==> src/rtl/bank_frame_reader_pkg.sv <==
// Shared types and latency constants for the bank frame reader.
// BANK_FRAME_READER_OREG_EN selects the registered bank output (two-cycle read latency).
package bank_frame_reader_pkg;

  typedef enum logic [1:0] {
    ST_IDLE  = 2'd0,
    ST_READ  = 2'd1,
    ST_DRAIN = 2'd2
  } state_t;

`ifdef BANK_FRAME_READER_OREG_EN
  localparam int READ_LATENCY = 2;
`else
  localparam int READ_LATENCY = 1;
`endif

  // One extra slot lets the stream run at full rate while a read is returning.
  localparam int FIFO_DEPTH = READ_LATENCY + 1;

  function automatic int calc_addr_w(input int addr_count);
    return (addr_count > 1) ? $clog2(addr_count) : 1;
  endfunction

endpackage

==> src/rtl/bank_skid_fifo.sv <==
// Small synchronous FIFO with occupancy count; absorbs bank read returns
// while the downstream stream is stalled.
module bank_skid_fifo #(
  parameter int DEPTH = 2,
  parameter int WIDTH = 8
) (
  input  logic                         clk,
  input  logic                         rst_n,
  input  logic                         flush,
  input  logic                         push,
  input  logic [WIDTH-1:0]             din,
  input  logic                         pop,
  output logic [WIDTH-1:0]             dout,
  output logic [$clog2(DEPTH+1)-1:0]   count,
  output logic                         empty
);

  localparam int PW = (DEPTH > 1) ? $clog2(DEPTH) : 1;
  localparam int CW = $clog2(DEPTH + 1);

  logic [WIDTH-1:0] mem [DEPTH];
  logic [PW-1:0]    wr_ptr;
  logic [PW-1:0]    rd_ptr;
  logic             do_push;
  logic             do_pop;

  function automatic logic [PW-1:0] bump(input logic [PW-1:0] p);
    return (p == PW'(DEPTH - 1)) ? '0 : p + PW'(1);
  endfunction

  assign empty   = (count == '0);
  assign do_pop  = pop && !empty;
  assign do_push = push && ((count != CW'(DEPTH)) || do_pop);
  assign dout    = mem[rd_ptr];

  always_ff @(posedge clk or negedge rst_n) begin
    if (!rst_n) begin
      wr_ptr <= '0;
      rd_ptr <= '0;
      count  <= '0;
      for (int i = 0; i < DEPTH; i++) mem[i] <= '0;
    end else if (flush) begin
      wr_ptr <= '0;
      rd_ptr <= '0;
      count  <= '0;
    end else begin
      if (do_push) begin
        mem[wr_ptr] <= din;
        wr_ptr      <= bump(wr_ptr);
      end
      if (do_pop) rd_ptr <= bump(rd_ptr);
      count <= count + CW'(do_push) - CW'(do_pop);
    end
  end

endmodule

==> src/rtl/bank_frame_reader.sv <==
// Walks the frame bank read port and streams each address as one multi-lane beat.
// Define BANK_FRAME_READER_OREG_EN when the bank output register is used (adds O_oce).
module bank_frame_reader
  import bank_frame_reader_pkg::*;
#(
  parameter int BYTES_PER_BLOCK = 2250,
  parameter int BLOCK_COUNT     = 2,
  parameter int DATA_WIDTH_B    = 8,
  parameter int ADDR_COUNT      = BYTES_PER_BLOCK * 8 / DATA_WIDTH_B,
  parameter int ADDR_W          = calc_addr_w(ADDR_COUNT)
) (
  input  logic                                I_clk,
  input  logic                                I_rst_n,
  input  logic                                I_start,
  input  logic                                I_abort,
  output logic                                O_ceb,
  output logic [BLOCK_COUNT*ADDR_W-1:0]       O_adb_flat,
  input  logic [BLOCK_COUNT*DATA_WIDTH_B-1:0] I_dout_flat,
  output logic                                O_valid,
  input  logic                                I_ready,
  output logic [BLOCK_COUNT*DATA_WIDTH_B-1:0] O_data,
  output logic                                O_last,
  output logic                                O_busy,
  output logic                                O_done,
  output logic [1:0]                          O_state
`ifdef BANK_FRAME_READER_OREG_EN
  ,
  output logic                                O_oce
`endif
);

  // Stream handshake: a beat moves when O_valid && I_ready on a rising edge;
  // O_valid never waits on I_ready, and O_data/O_last hold until accepted.
  localparam int DW = BLOCK_COUNT * DATA_WIDTH_B;
  localparam int CW = $clog2(FIFO_DEPTH + 1);
  localparam logic [ADDR_W-1:0] LAST_ADDR = ADDR_W'(ADDR_COUNT - 1);
  localparam logic [1:0] S_IDLE  = ST_IDLE;
  localparam logic [1:0] S_READ  = ST_READ;
  localparam logic [1:0] S_DRAIN = ST_DRAIN;

  logic [1:0]              state;
  logic [ADDR_W-1:0]       addr;
  logic                    done_q;
  logic [READ_LATENCY-1:0] ret_vld;
  logic [READ_LATENCY-1:0] ret_last;
  logic                    issue;
  logic                    pop;
  logic                    fifo_empty;
  logic [CW-1:0]           fifo_count;
  logic [DW:0]             fifo_head;
  int                      occ;

  // Occupancy after this cycle's pop: FIFO entries plus reads still in the bank.
  always_comb begin
    occ = int'(fifo_count) - int'(pop);
    for (int k = 0; k < READ_LATENCY; k++) occ += int'(ret_vld[k]);
  end

  assign pop   = O_valid && I_ready;
  assign issue = (state == S_READ) && !I_abort && (occ < FIFO_DEPTH);

  always_ff @(posedge I_clk or negedge I_rst_n) begin
    if (!I_rst_n) begin
      state  <= S_IDLE;
      addr   <= '0;
      done_q <= 1'b0;
    end else if (I_abort) begin
      state  <= S_IDLE;
      done_q <= 1'b0;
    end else begin
      done_q <= 1'b0;
      case (state)
        S_IDLE: begin
          if (I_start && !done_q) begin
            state <= S_READ;
            addr  <= '0;
          end
        end
        S_READ: begin
          if (issue) begin
            if (addr == LAST_ADDR) state <= S_DRAIN;
            else addr <= addr + ADDR_W'(1);
          end
        end
        S_DRAIN: begin
          if (pop && O_last) begin
            state  <= S_IDLE;
            done_q <= 1'b1;
          end
        end
        default: state <= S_IDLE;
      endcase
    end
  end

  // In-flight tracker: clearing a slot on abort makes its bank return vanish.
  always_ff @(posedge I_clk or negedge I_rst_n) begin
    if (!I_rst_n) begin
      ret_vld  <= '0;
      ret_last <= '0;
    end else if (I_abort) begin
      ret_vld  <= '0;
      ret_last <= '0;
    end else begin
      ret_vld[0]  <= issue;
      ret_last[0] <= issue && (addr == LAST_ADDR);
      for (int k = 1; k < READ_LATENCY; k++) begin
        ret_vld[k]  <= ret_vld[k-1];
        ret_last[k] <= ret_last[k-1];
      end
    end
  end

  bank_skid_fifo #(
    .DEPTH (FIFO_DEPTH),
    .WIDTH (DW + 1)
  ) u_fifo (
    .clk   (I_clk),
    .rst_n (I_rst_n),
    .flush (I_abort),
    .push  (ret_vld[READ_LATENCY-1]),
    .din   ({ret_last[READ_LATENCY-1], I_dout_flat}),
    .pop   (pop),
    .dout  (fifo_head),
    .count (fifo_count),
    .empty (fifo_empty)
  );

  assign O_ceb      = issue;
  assign O_adb_flat = {BLOCK_COUNT{addr}};
  assign O_valid    = !fifo_empty;
  assign O_data     = fifo_head[DW-1:0];
  assign O_last     = O_valid && fifo_head[DW];
  assign O_busy     = (state != S_IDLE);
  assign O_done     = done_q;
  assign O_state    = state;
`ifdef BANK_FRAME_READER_OREG_EN
  assign O_oce      = (state != S_IDLE);
`endif

endmodule

==> config.mk <==
export PLATFORM = sky130hd
export DESIGN_NAME = bank_frame_reader
export DESIGN_NICKNAME = d
export VERILOG_FILES = /design/src/rtl/bank_frame_reader_pkg.sv /design/src/rtl/bank_skid_fifo.sv /design/src/rtl/bank_frame_reader.sv
export SDC_FILE = /design/constraint.sdc
export NUM_CORES = 1
export LEC_CHECK = 0
export ABC_AREA = 1
export CAP_MARGIN = 30
export CORE_ASPECT_RATIO = 0.75
export CORE_UTILIZATION = 35
export DETAILED_ROUTE_END_ITERATION = 10
export HOLD_SLACK_MARGIN = 0.12
export SLEW_MARGIN = 0
export SYNTH_ARGS = -nofsm -noshare
export SYNTH_HDL_FRONTEND = slang
export SYNTH_SLANG_ARGS = --single-unit
==> constraint.sdc <==
create_clock -name I_clk -period 2.85 [get_ports I_clk]
set_clock_uncertainty 0.15 [all_clocks]
set_input_delay 0.285 -clock I_clk [delete_from_list [all_inputs] [get_ports I_clk]]
set_output_delay 0.285 -clock I_clk [all_outputs]
set_load 0.05 [all_outputs]
==> run metrics <==
status completed; most frequent cell after synthesis nand2_1; most used cell, CP inv_1; synthesis-to-finish area growth 25.6%; Avg Cell Area, Syn ~7.6 µm²; multi-input logic area 0.00120 mm²; chip height 80.9 µm; Critical Path AT 2.20 ns; final net count 465; reg2reg start u_fifo.count[1]$_DFF_PN0_; WL/cell 12.0 µm; Detail Placement HPWL 4.59 mm; Total Routing Usage GR 0.160; CTS root buf clkbuf_8; VDD IR max 552 µV; Port Buffers 67; Critical Path Slowest Stage Cell dfrtp_1; Initial Utilization 0.365; share of layout cells above drive strength 1 0.116; Crit. End Element output port; worst hold-check path type flop to flop; WP data required 2.41 ns; async set or reset register ratio after synthesis 1.00; Rel. slew slack 0.531; Yosys cell types 31; Antenna Nets Post-Route 0; Die Area 0.00868 mm²; DRC 0; Final Max Slew Viols 0; diode count 0; Syn Nets 408; first-pass GRT wire length 10.6 mm; clock net sink count 55; unrepaired setup endpoints after global routing no; final wirelength around 6.5 mm; period utilisation layout 0.926; CTS Buf Count 5; filler instances 808; startpoint class of the critical path flop; fin cells 544; worst setup path startpoint u_fifo.count[1]$_DFF_PN0_; initial antenna violation count 0; Yosys top cell area share 0.474; CORE AREA 0.00795 mm²; Post-synth EDFFs 0; via/cell ratio around 4.5; cell area after placement 0.00354 mm²; main flop type after synthesis dfrtp_1; Mapped Cells 381; Initial DRC Count 116; via count around 2.4k; post-route setup TNS 0 ns; P_leak 1.85 nW; synth cell count leaders nand2_1 (139), dfrtp_1 (55), inv_1 (44); Cell Chain, Critical Path nor2_2, nor2_1, ha_1, inv_1, nand2_1, fa_1, inv_1, nor2_4, buf_4; CP max stage delay 0.46 ns; placer congestion estimate 0.786; CP Class flop to output port; total power 3.30 mW; Power Density 903 mW/mm²; Pre-antenna DRT Iters 4; critical path's top delay family adder cells; CTS tree yes; Die X between 100 and 150 µm; largest net degree at the start of global routing 56; vias in the first global route 2228; origin of the worst min-delay path u_fifo.mem[21]$_DFFE_PN0P_; main area contributors after synthesis dfrtp_1 (47%), nand2_1 (18%), o21ai_0 (6.0%), inv_1 (5.7%), buf_4 (3.1%); cell accounting for the most synthesized area dfrtp_1; cell area after synthesis a little under 0.003 mm²; worst path bufs/invs 3; boundary pin count 68; FMAX 0.379 GHz; htree depth 2; Slew @ Worst Pin 0.704 ns; worst skew pair latency a little over 0.3 ns; Seq/Total Area, Yosys 0.474; register area around 0.0014 mm²; min Tclk post-route approximately 2.6 ns; Fin. Hold Viols 0; number of synthesized register bits 55; fin area ~0.0036 mm²; critical-path maximum fanout 4; CTS clk-pin slew, worst paths 0.10 ns; MaxCap Viol Count 0; Warnings, synthesis 0; GRT overflow 0; CTS max path bufs 2; number of cells after detailed placement 535; final setup fails 0; num rows 28
## final cells by class
type	instances	area share
clock buffers	5	0.0189
clock inverters	3	0.00651
inverters	49	0.0504
multi-input cells	255	0.330
flip-flops and latches	55	0.377
well taps	105	0.0360
repair buffers	72	0.181
## registers in the layout, indices dropped and copies added, names as in the netlist
register,cells
ret_vld,1
addr,12
u_fifo.count,2
O_done,1
O_state,2
u_fifo.wr_ptr,1
u_fifo.mem,34
ret_last,1
u_fifo.rd_ptr,1
## final timing paths
kind / cells past startpoint / slack, ns / to
worst max-delay path: 9 / 0.21 / O_ceb
worst min-delay path: 2 / 0.34 / u_fifo.mem[21]$_DFFE_PN0P_
worst max register to register: 13 / 0.47 / addr[0]$_DFFE_PN0P_
worst min register to register: 2 / 0.34 / u_fifo.mem[21]$_DFFE_PN0P_
max in group asynchronous: 3 / 1.60 / u_fifo.mem[19]$_DFFE_PN0P_
min in group asynchronous: 3 / 0.47 / u_fifo.mem[2]$_DFFE_PN0P_
## cell usage in the layout (no fill, tap or decap), types with 2 or more instances in the layout
cell type	n
clkbuf_8	5
nor2_4	2
clkdlybuf4s50_1	48
nand2_2	8
xnor2_1	2
nor3b_1	3
o21ai_1	4
buf_4	22
nand4_1	5
inv_2	4
nor2_1	21
nor3_1	2
nor2_2	2
clkinvlp_4	2
inv_1	44
o21ai_0	35
xor2_1	2
dfrtp_1	55
ha_1	5
nand3_1	13
a21oi_1	4
nand2_4	2
nand2_1	139
## cells by family after synthesis
logic type | count (synthesis) | synth area share
and+or+nand+nor | 201 | 0.297
buffers and inverters | 71 | 0.113
DFF | 55 | 0.474
AOI/OAI and AO/OA | 44 | 0.0762
adders and majority gates | 6 | 0.0284
xor gates and xnor gates | 4 | 0.0121
## power by group
part,switching (mW),total (mW),internal [mW]
Sequential,0.171,1.21,1.04
Combinational,1.12,1.64,0.511
Clock,0.271,0.447,0.176
Total,1.57,3.30,1.73
## through the flow
step,setup slack [ns],hold WS (ns),util
floorplan,0.469,-0.161,-
global route,0.0346,0.366,0.459
detailed placement,0.207,0.323,0.446
finish,0.210,0.345,0.459
CTS,0.136,0.349,0.459
global placement,0.262,0.316,0.446
## repair_timing
item | 4_1_cts | 5_1_grt
setup buffers | 0 | 0
hold buffers | 1 | 0
resized for setup | 0 | 1
setup endpoints to repair | 0 | 1
hold endpoints to repair | 55 | 0
## routing by layer
| metal | routed length [µm] | up-vias | global-route usage | share of wire |
|---|---|---|---|---|
| met1 | 3290 | 1105 | 0.223 | 0.50 |
| li1 | - | 1272 | - | - |
| met4 | 70 | 0 | 0.0479 | 0.011 |
| met2 | 2900 | 44 | 0.250 | 0.44 |
| met3 | 259 | 8 | 0.0345 | 0.040 |
| met5 | 0 | - | 0 | 0 |
## worst reg2reg max path: stages (launching register included)
cell and delay (ns):
dfrtp_1 0.46, nor2_2 0.20, nor2_1 0.09, ha_1 0.27, inv_1 0.05, nand2_1 0.06
fa_1 0.38, inv_1 0.14, nor2_4 0.06, nand2_2 0.11, nand2_4 0.08, nand2_4 0.15
nand2_1 0.07, nand2_1 0.07
Note: power is estimated with default switching activity, not from simulation.
==> RTL edit, RTL diff (config.mk and constraints unchanged) <==
Set the parameter `DATA_WIDTH_B` to 12 (it was 8).
--- a/src/rtl/bank_frame_reader.sv
+++ b/src/rtl/bank_frame_reader.sv
@@ -5,7 +5,7 @@
 #(
   parameter int BYTES_PER_BLOCK = 2250,
   parameter int BLOCK_COUNT     = 2,
-  parameter int DATA_WIDTH_B    = 8,
+  parameter int DATA_WIDTH_B    = 12,
   parameter int ADDR_COUNT      = BYTES_PER_BLOCK * 8 / DATA_WIDTH_B,
   parameter int ADDR_W          = calc_addr_w(ADDR_COUNT)
 ) (
Ports: changed (resized I_dout_flat, O_adb_flat and O_data); port bits go from 68 to 82. The function was not compared with the original's and may differ.
==> RTL edit against the unedited design <==
- count of clock-buffer cells in the layout grew 6
- synthesized area increased by 21%
- non-clock buffer count rose by 14
- cell area up 28%
- die area is 21% higher
- core utilization increased by 2.1 points
- sequential cell count rose by 15
- routed wire length grew 21%
- power up 52%
- worst setup slack gained 0.030 ns
- fmax up 1.2%
- combinational power up 34%
- critical path type unchanged
==> RTL edit: results (changes against the unedited design) <==
[logic_synthesis]
syn_inst = 447  ; was 381
yosys.cell_types.count = 27  ; was 31
post_synthesis_sequential_area_ratio = 0.4980  ; was 0.4735
post_synthesis_share_of_cell_area_spent_on_full_adders_half_adders_and_majority_gates = 0.01992  ; was 0.02841
synth_compound_gate_area_share = 0.08289  ; was 0.07619
synthTopCellsByCount = sky130_fd_sc_hd__nand2_1, sky130_fd_sc_hd__dfrtp_1, sky130_fd_sc_hd__o21ai_0, sky130_fd_sc_hd__inv_1, sky130_fd_sc_hd__nand2_2  ; was sky130_fd_sc_hd__nand2_1, sky130_fd_sc_hd__dfrtp_1, sky130_fd_sc_hd__inv_1, sky130_fd_sc_hd__o21ai_0, sky130_fd_sc_hd__nor2_1

[place]
place.port_buffers = 81  ; was 67
instance_count_after_placement_with_tap_cells_included = 636  ; was 535
place_hpwl_um = 5370  ; was 4587 um

[status]
outcome = complete, no violations  ; unchanged

[final_layout]
layout.clock.cell_area_share = 0.06959  ; was 0.02537
non_clock_buffer_total_of_the_final_layout = 86  ; was 72
drive_gt1_frac = 0.1593  ; was 0.1162
comb.multi_input.count = 298  ; was 255
fin_nets = 550  ; was 465
fillCellCount = 940  ; was 808

[power_and_ir_drop]
largest_voltage_drop_on_the_vdd_net_mv = 0.5005  ; was 0.5524 mV
power.leakage_nw = 2.301  ; was 1.849 nW
internal-power_mw = 2.844  ; was 1.730 mW

[cts]
clock_tree.root_cell = sky130_fd_sc_hd__clkbuf_16  ; was sky130_fd_sc_hd__clkbuf_8
cts-buffers-inserted = 9  ; was 5

[global_route]
vias_in_the_first_global_route = 2679  ; was 2228
grt_max_degree = 52  ; was 56

[sta]
remaining_max_slew_budget_at_the_tightest_pin = 0.4950  ; was 0.5306

[setup_path]
register_to_register_setup_slack_ns = 0.38  ; was 0.47 ns
r2r-end = addr[3]$_DFFE_PN0P_  ; was addr[0]$_DFFE_PN0P_

[drt]
wirelength_um = 7900  ; was 6525 um

-- RTL edit: worst register-to-register path, cell delays in order, from the launching register on --
cell and delay [ns]:
sky130_fd_sc_hd__dfrtp_1 0.42, sky130_fd_sc_hd__nor2_2 0.20, sky130_fd_sc_hd__nor2_1 0.09, sky130_fd_sc_hd__ha_1 0.27, sky130_fd_sc_hd__inv_1 0.05, sky130_fd_sc_hd__nand2_1 0.05
sky130_fd_sc_hd__fa_1 0.39, sky130_fd_sc_hd__inv_1 0.14, sky130_fd_sc_hd__nor2_4 0.06, sky130_fd_sc_hd__nand2_2 0.08, sky130_fd_sc_hd__nand2_2 0.09, sky130_fd_sc_hd__nand2_2 0.27
sky130_fd_sc_hd__nand2_1 0.09, sky130_fd_sc_hd__nand2_1 0.07
-- RTL edit: power by group through the flow --
| stage | Clock [mW] | Sequential [mW] | Combinational (mW) |
|---|---|---|---|
| 2_1_floorplan | 0 | 1.62 | 1.55 |
| 3_3_place_gp | 0 | 1.60 | 2.19 |
| 3_5_place_dp | 0 | 1.61 | 2.22 |
| 4_1_cts | 1.22 | 1.60 | 2.22 |
| 5_1_grt | 1.27 | 1.66 | 2.41 |
| 6_report | 1.19 | 1.60 | 2.20 |
-- RTL edit: layer usage --
layer	track usage	part of all wire	vias up
li1	-	-	1504
met1	0.2217	0.49	1343
met2	0.2508	0.45	59
met3	0.04768	0.048	2
met4	0.03846	0.0051	0
met5	0	0	-
-- RTL edit: what timing repair did --
| action | 4_1_cts | 5_1_grt |
|---|---|---|
| endpoints found under the hold margin | 32 | 0 |
| hold buffers | 1 | 0 |
| resized for setup | 0 | 1 |
| setup endpoints to repair | 0 | 1 |
